## src/rtl/dm_port_arbiter.sv

```systemverilog
// Two-port round-robin arbiter and access sequencer for the single-port data memory.
// Optional misalignment checking is compiled in with `define DM_ARB_ALIGN_CHECK_EN.
module dm_port_arbiter (
  input  logic        clk,
  input  logic        clr,

  input  logic        m0_req,
  input  logic        m0_we,
  input  logic [31:0] m0_addr,
  input  logic [31:0] m0_wd,
  input  logic [1:0]  m0_size,
  input  logic        m0_sext,
  output logic        m0_gnt,
  output logic        m0_rvalid,
  output logic [31:0] m0_rdata,
  output logic        m0_err,

  input  logic        m1_req,
  input  logic        m1_we,
  input  logic [31:0] m1_addr,
  input  logic [31:0] m1_wd,
  input  logic [1:0]  m1_size,
  input  logic        m1_sext,
  output logic        m1_gnt,
  output logic        m1_rvalid,
  output logic [31:0] m1_rdata,
  output logic        m1_err,

  output logic        dm_we,
  output logic [3:0]  dm_be,
  output logic [31:0] dm_addr,
  output logic [31:0] dm_wd,
  input  logic [31:0] dm_rd,

  output logic        dbg_state
);

  // Handshake: a port's request (req plus fields) is taken at the rising edge
  // where its gnt is high; the requester must drop or replace it the next cycle.
  typedef enum logic {
    IDLE   = 1'b0,
    ACCESS = 1'b1
  } state_t;

  state_t      r_state;
  state_t      w_state_nxt;
  logic        r_last;

  logic        w_gnt0;
  logic        w_gnt1;
  logic        w_any_gnt;
  logic        w_sel_we;
  logic [31:0] w_sel_addr;
  logic [31:0] w_sel_wd;
  logic [1:0]  w_sel_size;
  logic        w_sel_sext;
  logic        w_sel_mis;

  logic        r_we;
  logic [31:0] r_addr;
  logic [31:0] r_wd;
  logic [1:0]  r_size;
  logic        r_sext;
  logic        r_port;
  logic        r_mis;

  logic [3:0]  w_be_raw;
  logic [31:0] w_wd_lane;
  logic [7:0]  w_byte;
  logic [15:0] w_half;
  logic [31:0] w_ext;
  logic        w_in_access;

  logic        r_rvalid0;
  logic        r_rvalid1;
  logic [31:0] r_rdata;

  // Arbitration: r_last names the port granted most recently; it loses a tie.
  // A grant during clr is suppressed so the requester simply keeps asking.
  always_comb begin
    w_gnt0    = m0_req & (~m1_req | r_last) & ~clr;
    w_gnt1    = m1_req & (~m0_req | ~r_last) & ~clr;
    w_any_gnt = w_gnt0 | w_gnt1;
  end

  always_comb begin
    w_sel_we   = m0_we;
    w_sel_addr = m0_addr;
    w_sel_wd   = m0_wd;
    w_sel_size = m0_size;
    w_sel_sext = m0_sext;
    if (w_gnt1) begin
      w_sel_we   = m1_we;
      w_sel_addr = m1_addr;
      w_sel_wd   = m1_wd;
      w_sel_size = m1_size;
      w_sel_sext = m1_sext;
    end
  end

`ifdef DM_ARB_ALIGN_CHECK_EN
  always_comb begin
    w_sel_mis = 1'b0;
    if (w_sel_size == 2'b01)
      w_sel_mis = w_sel_addr[0];
    else if (w_sel_size[1])
      w_sel_mis = (w_sel_addr[1:0] != 2'b00);
  end
`else
  assign w_sel_mis = 1'b0;
`endif

  always_comb begin
    w_state_nxt = IDLE;
    if (w_any_gnt)
      w_state_nxt = ACCESS;
  end

  always_ff @(posedge clk) begin
    if (clr) begin
      r_state <= IDLE;
      r_last  <= 1'b1;
    end else begin
      r_state <= w_state_nxt;
      if (w_any_gnt)
        r_last <= w_gnt1;
    end
  end

  // Latched request; fields hold while idle so dm_addr/dm_wd keep their last value.
  always_ff @(posedge clk) begin
    if (clr) begin
      r_we   <= 1'b0;
      r_addr <= 32'h0;
      r_wd   <= 32'h0;
      r_size <= 2'b00;
      r_sext <= 1'b0;
      r_port <= 1'b0;
      r_mis  <= 1'b0;
    end else if (w_any_gnt) begin
      r_we   <= w_sel_we;
      r_addr <= w_sel_addr;
      r_wd   <= w_sel_wd;
      r_size <= w_sel_size;
      r_sext <= w_sel_sext;
      r_port <= w_gnt1;
      r_mis  <= w_sel_mis;
    end
  end

  always_comb begin
    w_be_raw  = 4'b1111;
    w_wd_lane = r_wd;
    case (r_size)
      2'b00: begin
        w_be_raw  = 4'b0001 << r_addr[1:0];
        w_wd_lane = {4{r_wd[7:0]}};
      end
      2'b01: begin
        w_be_raw  = r_addr[1] ? 4'b1100 : 4'b0011;
        w_wd_lane = {2{r_wd[15:0]}};
      end
      default: begin
        w_be_raw  = 4'b1111;
        w_wd_lane = r_wd;
      end
    endcase
  end

  // clr in the access cycle cancels the pending write at that same edge.
  assign w_in_access = (r_state == ACCESS) & ~clr;

  always_comb begin
    dm_we   = w_in_access & r_we & ~r_mis;
    dm_be   = (w_in_access & ~r_mis) ? w_be_raw : 4'b0000;
    dm_addr = r_addr;
    dm_wd   = w_wd_lane;
  end

  always_comb begin
    w_byte = dm_rd[7:0];
    case (r_addr[1:0])
      2'b00:   w_byte = dm_rd[7:0];
      2'b01:   w_byte = dm_rd[15:8];
      2'b10:   w_byte = dm_rd[23:16];
      default: w_byte = dm_rd[31:24];
    endcase
    w_half = r_addr[1] ? dm_rd[31:16] : dm_rd[15:0];
    case (r_size)
      2'b00:   w_ext = {{24{r_sext & w_byte[7]}}, w_byte};
      2'b01:   w_ext = {{16{r_sext & w_half[15]}}, w_half};
      default: w_ext = dm_rd;
    endcase
  end

  always_ff @(posedge clk) begin
    if (clr) begin
      r_rvalid0 <= 1'b0;
      r_rvalid1 <= 1'b0;
      r_rdata   <= 32'h0;
    end else if (r_state == ACCESS) begin
      r_rvalid0 <= ~r_port;
      r_rvalid1 <= r_port;
      r_rdata   <= (r_we | r_mis) ? 32'h0 : w_ext;
    end else begin
      r_rvalid0 <= 1'b0;
      r_rvalid1 <= 1'b0;
    end
  end

`ifdef DM_ARB_ALIGN_CHECK_EN
  logic r_err;

  always_ff @(posedge clk) begin
    if (clr)
      r_err <= 1'b0;
    else if (r_state == ACCESS)
      r_err <= r_mis;
    else
      r_err <= 1'b0;
  end

  assign m0_err = r_err & r_rvalid0;
  assign m1_err = r_err & r_rvalid1;
`else
  assign m0_err = 1'b0;
  assign m1_err = 1'b0;
`endif

  assign m0_gnt    = w_gnt0;
  assign m1_gnt    = w_gnt1;
  assign m0_rvalid = r_rvalid0;
  assign m1_rvalid = r_rvalid1;
  assign m0_rdata  = r_rdata;
  assign m1_rdata  = r_rdata;
  assign dbg_state = r_state;

endmodule

```

## config.mk

```make
export PLATFORM = sky130hd
export DESIGN_NAME = dm_port_arbiter
export DESIGN_NICKNAME = d
export VERILOG_FILES = /design/src/rtl/dm_port_arbiter.sv
export SDC_FILE = /design/constraint.sdc
export NUM_CORES = 1
export LEC_CHECK = 0
export CAP_MARGIN = 20
export CORE_MARGIN = 3
export CORE_UTILIZATION = 42
export CTS_CLUSTER_DIAMETER = 100
export CTS_CLUSTER_SIZE = 28
export DETAILED_ROUTE_END_ITERATION = 10
export PLACE_DENSITY = 0.9
export SLEW_MARGIN = 20
export SYNTH_ARGS = -nofsm -noshare
export SYNTH_HDL_FRONTEND = slang
export SYNTH_SLANG_ARGS = --single-unit
export TNS_END_PERCENT = 1
```

## constraint.sdc

```tcl
create_clock -name clk -period 4.15 [get_ports clk]
set_input_delay 0.415 -clock clk [delete_from_list [all_inputs] [get_ports clk]]
set_output_delay 0.415 -clock clk [all_outputs]
set_load 0.01 [all_outputs]
```

Yosys cells after proc, flatten, opt, wreduce, memory -nomap -nowiden
Cells that the tools add are included.
- $add $sub $neg: 0
- $mul: 0
- divide/modulo/power cells: 0
- $lt $le $gt $ge: 0
- equality and inequality tests: 3
- shift-type cells: 1
- multiplexer cells: 14
- bitwise operators: 17
- reductions and logical operators: 3
- operators by type and width (operator ; number):
    $pmux 32 s2 ; 2
    $mux 32 ; 3
    $pmux 8 s3 ; 1
    $mux 16 ; 1
    $and 1x1->1 ; 8
    $mux 4 ; 2
    $pmux 4 s2 ; 1
    $not 1->1 ; 6
    $eq 2x1->1 const B ; 2
    $logic_not 2->1 ; 2
    $shl 1x2->4 const A ; 1
    $mux 1 ; 3
    $or 1x1->1 ; 3
    $eq 2x2->1 const B ; 1
    $mux 2 ; 1
    $reduce_or 2->1 ; 1
- register bits after elaboration: 105
- bits in latches: 0
- memory bits (writable): 0
- ROM bits: 0
- output and inout bits: 140
- word-level logic and storage cells: 49
- memories kept: 0

Depth between registers and ports, before layout
Gate-level depths: netlist of run 1.
- depth in word-level cells: 6
- mapped depth: 8
- depth with buffers taken out: 5

Least setup slack after synthesis of run 1
No wires, ideal clock.
- kind: in2out
- start point: input port clr
- end point: output port m1_gnt
- arrival time: 1.259 ns
- data required time: 3.735 ns
- setup slack: 2.476 ns
- stages: 5
- path buffers: 3
- path through: buf_4 -> nand3b_1 -> buf_2 -> buf_1 -> inv_1
- cells in the longest elaborated chain, start to end: 2
- ends and longest elaborated chain (item ; RTL line ; RTL):
    start, declared ; 5 ; input logic clr,
    $not 1->1 ; 82 ; w_gnt1 = m1_req & (~m0_req | ~r_last) & ~clr;
    $and 1x1->1 ; 82 ;
    end, declared ; 24 ; output logic m1_gnt,
Every way passes these cells.

Final worst setup path of run 1
- start point: register r_size[1]
- end point: output port dm_be[0]
- cells in the longest elaborated chain, start to end: 3
- elaborated cells on any way between the ends: 4
- ends and longest elaborated chain (item ; RTL line ; RTL):
    start, declared ; 62 ; logic [1:0] r_size;
    start signal, assigned ; 144 ; r_size <= w_sel_size;
    $eq 2x1->1 / $logic_not 2->1 (equally long branches) ; 154 ; case (r_size)
    $pmux 4 s2 (*) ; 154 ;
    $mux 4 (*) ; 175 ; dm_be = (w_in_access & ~r_mis) ? w_be_raw : 4'b0000;
    end, declared ; 30 ; output logic [3:0] dm_be,
Every way passes the cells marked *; elsewhere a longest branch is shown, timed or not.

==> results by group, run 1 <==
Timing
  – Setup violators final: 0
  – Worst Hold Slack: 0.398 ns
  – RSZ-0062 raised after global routing: false
  – Worst-Margin Slew: 0.756 ns
  – Layout Skew: 0.00593 ns
  – Final slew viol count: 0
  – Minimum clock period: around 2.8 ns
  – Setup TNS: 0 ns
  – Slew headroom: 49.5%
  – Period utilization: 68.3%
  – Hold Vio Cnt, Final: 0
  – Max Clk Rate: 0.353 GHz

Detailed routing
  – Drt first-iter violations: 567
  – DR WL/cell: ~19 um
  – Avg Vias per Cell: between 5 and 6
  – Routed WL: 20.6 mm
  – Drt pass-1 iters: 5
  – Post-DRT Antenna Nets: 0
  – Vias: ~6000
  – Drt drc: 0

Floorplanning
  – Core area: 12400 um2
  – IO Count: about 310
  – Die width: 120 um
  – Die height: between 100 and 150 um
  – Total Die Area: 14400 um2
  – # rows: 40
  – Starting Density: 44.1%

Critical path
  – Crit path max fanout: 28
  – Kind of end point of the critical path: output port
  – Crit path required time: 3.73 ns
  – Number of cells on the worst reg-to-reg path: 5
  – Critical path launch point type: register
  – Worst Path Arrival: 2.42 ns
  – Critical path type: reg -> out

Layout
  – N_diodes: 0
  – Reg area: between 2000 and 2500 um2
  – Share of layout cells above drive strength 1: 8.01%
  – Number of nets in the layout: 1078
  – Area of the multi-input gates: 2730 um2
  – Synth-to-Final Area Change: 56.5%
  – Fin util: 69.0%
  – Fillers: between 900 and 1000

Logic synthesis
  – Area contributors post-synth: dfxtp_1 (39%), nand2_1 (12%), a311oi_1 (11%)
  – Post-synthesis cell count: 676
  – Post-synth EDFFs: 0
  – Sequential element share of the synthesized area: 38.6%
  – Netlist cell types: 36
  – Top_reg_cell synth: dfxtp_1
  – Top-area cell type share of the netlist area: 38.6%
  – Yosys Warn Count: 0
  – Syn Area/Cell: 8.06 um2
  – Synthesized area: 5450 um2
  – Fraction of registers with async set/reset: 0%
  – Cell taking the most area after synthesis: dfxtp_1
  – #FFs+latches synth: 105
  – Most frequent cell after synthesis: nand2_1
  – Synth cell count leaders: nand2_1 (171), dfxtp_1 (105), nor2_1 (78)

Clocking
  – CTS Buf Count: 9
  – Post-CTS setup buffers: 0
  – # hold bufs at CTS: 0
  – CTS clk-pin slew, worst paths: approximately 0.070 ns
  – Clock Latency Late Sink: around 0.35 ns
  – Clock Path Buffers: 2
  – H-tree Lvls: 3
  – CTS tree: done
  – Post-cts sizing count: 0
  – Clk sink count: between 100 and 150
  – Clock root cell: clkbuf_16

Job
  – Max Cap Viol: 0

GRT
  – Largest net degree at the start of global routing: 138
  – Grt ovf: 0
  – First-pass GRT wire length: 31.2 mm
  – Tot GR Track Use: 27.4%
  – Initial antenna violation count: 0
  – Vias in the first global route: around 5800

Power
  – Pwr dens: roughly 330 nW/um2
  – Static leakage: a little over 0.003 uW
  – Worst IR Drop VDD: between 300 and 400 uV

Status
  – Outcome: finished, final reports clean

Placement
  – Placer Congestion: 0.908
  – Port bufs: 309
  – HPWL after detailed placement: ~15 mm

Hold path
  – Hold depth: 2
  – Worst hold path class: in -> reg
-- cell type report --
| class | instances | share of cell area (%) |
|---|---|---|
| Clock buffer | 12 | 3.01 |
| Clock inverter | 4 | 0.601 |
| Inverter | 6 | 0.264 |
| Multi-Input combinational cell | 468 | 32.0 |
| Sequential cell | 105 | 24.7 |
| Tap cell | 168 | 2.46 |
| Timing Repair Buffer | 316 | 37.0 |
-- sequential cells by signal (all words and copies together), names as in the netlist --
name and count:
dbg_state 1, dm_addr 32, m0_rdata 32, m0_rvalid 1, m1_rvalid 1, r_last 1
r_port 1, r_sext 1, r_size 2, r_wd 32, r_we 1
-- per-layer routing --
metal	track usage [%]	vias up	part of all wire, %
met3	8.67	41	8.8
met1	30.3	2718	37
met2	48.9	303	51
met4	10.6	0	3.3
li1	-	2777	-
met5	0	-	0
-- metrics by stage --
stage               worst slack [ns]  total power (uW)  instances  area [um2]
floorplan                       2.48              1520        677        5460
global placement                1.49              1900       1063        8220
detailed placement              1.51              1910       1063        8220
CTS                             1.33              2800       1079        8530
global route                    1.21              2890       1079        8530
finish                          1.31              2780       1079        8530
-- kinds of logic (layout without fill, tap and decap cells) --
kind of cell	Yosys count	count (layout)	synth area share, %
other cells	1	2	0.0688
mux	33	33	6.89
flops	105	105	38.6
compound gates	155	155	21.7
buf+inv	104	338	11.5
simple gates	278	278	21.3
-- placed cells by master, fill, tap and decap left out, types with 2 or more instances in the layout --
cell type        instances
inv_2                    2
o21ai_0                 21
nand3b_1                 3
clkbuf_8                 2
mux2i_1                  8
nor2_2                   3
mux2_4                   3
nor2_1                  76
buf_4                    6
mux2_2                  21
nor2b_4                  2
a222oi_1                 7
o21ai_2                 11
clkdlybuf4s50_1        308
dfxtp_1                104
a32o_1                   8
a311oi_1                68
inv_1                    4
clkbuf_16                9
nor2b_1                  2
o21ai_1                 10
nand2b_1                14
nand4_1                  2
nand2_1                171
a21oi_1                 27
conb_1                   2
-- power breakdown --
group	total, uW	internal [uW]	switching [uW]
logic	743	421	323
clock network	884	502	382
registers	1150	1080	70.4
total	2780	2000	776
-- path summary, 6_finish.rpt --
path | slack [ns] | startpoint | endpoint
min | 0.40 | clr | r_wd[19]
max | 1.31 | r_size[1] | dm_be[0]
max reg2reg | 1.80 | r_size[1] | m0_rdata[16]
min reg2reg | 0.44 | r_port | m0_rvalid
-- worst max-delay path, cell delays in order, from the launching register on --
cell and delay (ns):
dfxtp_2 0.71, inv_2 0.14, o21ai_1 0.37, nor2b_1 0.28, clkdlybuf4s50_1 0.58
Power figures use the tool's default switching activity.
==> inputs of run 2 (changes only) <==
- CORE_ASPECT_RATIO: default -> 1.2
- CORE_UTILIZATION: 42 -> 35
- PLACE_DENSITY: 0.9 -> 0.81
- clock period: 4.15 -> 2.3 ns (I/O delays scaled with it)
==> results by group, run 2 (synthesis gave the netlist of run 1 again) <==
Floorplanning
  – Die width: approximately 120 um
  – Starting Density: 36.0%
  – Total Die Area: 17100 um2
  – # rows: 49
  – Die height: 143 um
  – Core area: 15100 um2
  – IO Count: 312

Layout
  – Final Cell Area: 8780 um2
  – Share of layout cells above drive strength 1: 9.62%
  – Number of nets in the layout: between 1000 and 1500
  – N_diodes: 0
  – Fillers: 1364
  – Most common cell after layout, fill and taps aside: clkdlybuf4s50_1
  – Most frequent cells in the layout: clkdlybuf4s50_1 (308), nand2_1 (171), dfxtp_1 (103)
  – Synth-to-Final Area Change: 61.1%

Power
  – Combinational share of power: 26.3%
  – Clock power share: 34.6%
  – NetSw: 1410 uW
  – Total power: 5280 uW
  – Pwr dens: ~600 nW/um2
  – Worst IR Drop VDD: 309 uV
  – Sw Share: between 20% and 30%
  – Static leakage: roughly 0.0031 uW
  – Sequential share of power: 39.1%
  – P_int: 3870 uW

Clocking
  – CTS tree: done
  – Clock root cell: clkbuf_16
  – Post-cts sizing count: 2
  – Clk sink count: between 100 and 150
  – Clock Latency Late Sink: 0.35 ns
  – # hold bufs at CTS: 0
  – CTS clk-pin slew, worst paths: 0.07 ns
  – Clock Path Buffers: 2
  – CTS Buf Count: 9
  – H-tree Lvls: 3
  – Post-CTS setup buffers: 0

Critical path
  – Worst Path Arrival: 1.97 ns
  – Kind of end point of the critical path: output port
  – Crit path max fanout: 14
  – Crit path required time: 2.07 ns
  – Critical path type: reg -> out
  – Critical path launch point type: register

Job
  – Max Cap Viol: 0

Timing
  – Setup TNS: 0 ns
  – Layout Skew: 0.00928 ns
  – Period utilization: 95.8%
  – Setup violators final: 0
  – Minimum clock period: approximately 2.2 ns
  – Worst-Margin Slew: 0.688 ns
  – Hold Vio Cnt, Final: 0
  – Max Clk Rate: 0.454 GHz
  – RSZ-0062 raised after global routing: false
  – Worst Hold Slack: 0.221 ns
  – Slew headroom: 54.1%
  – Final slew viol count: 0

Detailed routing
  – Vias: 5854
  – Avg Vias per Cell: 5.19
  – Routed WL: around 20 mm
  – Post-DRT Antenna Nets: 0
  – Drt first-iter violations: 432
  – DR WL/cell: approximately 18 um
  – Drt drc: 0
  – Drt pass-1 iters: 7

Placement
  – Placer Congestion: 0.984
  – Placement Cell Area: 8410 um2
  – HPWL after detailed placement: 15.4 mm
  – Port bufs: 309

GRT
  – Initial antenna violation count: 0
  – Tot GR Track Use: approximately 23%
  – Largest net degree at the start of global routing: 70
  – First-pass GRT wire length: 30.6 mm
  – Vias in the first global route: 5610
  – Grt ovf: 0

Hold path
  – Worst hold path class: in -> reg

Status
  – Outcome: finished, final reports clean
==> run 2: cell count changes in the layout (fill, tap and decap cells not counted), sizes merged <==
cell,previous run,this run
buf,8,22
bufinv,1,3
clkinv,2,1
clkinvlp,1,0
==> run 2: metrics by stage <==
| stage | utilization (%) | setup WS, ns | instances |
|---|---|---|---|
| 3_5_place_dp | 55.5 | 0.240 | 1113 |
| 3_3_place_gp | 55.5 | 0.243 | 1113 |
| 4_1_cts | 57.9 | 0.0376 | 1129 |
| 5_1_grt | 58.0 | 0.0181 | 1129 |
| 2_1_floorplan | - | 0.770 | 677 |
| 6_report | 58.0 | 0.0958 | 1129 |
==> run 2: cell type report <==
type | instances | area, um2 | share of cell area [%]
Tap cell | 204 | 255 | 2.91
Timing Repair Buffer | 330 | 3300 | 37.6
Sequential cell | 105 | 2100 | 24.0
Inverter | 6 | 22.5 | 0.256
Multi-Input combinational cell | 468 | 2740 | 31.2
Clock buffer | 12 | 256 | 2.92
Clock inverter | 4 | 98.8 | 1.13
==> run 2: power groups by stage <==
stage	logic [uW]	clock network [uW]	registers (uW)
after global routing	1490	1950	2080
after CTS	1400	1870	2060
after floorplan	635	0	2100
after detailed placement	1390	0	2100
after global placement	1370	0	2100
final	1390	1820	2060
==> run 2: path summary, 6_finish.rpt <==
path	to	from	depth (start not counted)	slack, ns
worst min register to register	m0_rvalid	r_port	1	0.44
worst min-delay path	r_port	clr	2	0.22
worst max-delay path	dm_be[0]	r_size[1]	5	0.1
worst max register to register	m0_rdata[17]	dm_addr[1]	4	0.30
==> run 2: worst max-delay path: stages (launching register included) <==
cell             delay [ns]
dfxtp_2                0.43
buf_6                  0.20
inv_2                  0.08
o21ai_1                0.18
nor2b_1                0.19
clkdlybuf4s50_1        0.55
==> run 2: routing by layer <==
layer | vias up | part of all wire, % | track usage (%)
met2 | 314 | 52 | 41.6
met1 | 2700 | 37 | 24.9
met5 | - | 0 | 0
met3 | 36 | 8.6 | 6.22
met4 | 0 | 3.0 | 8.62
li1 | 2804 | - | -
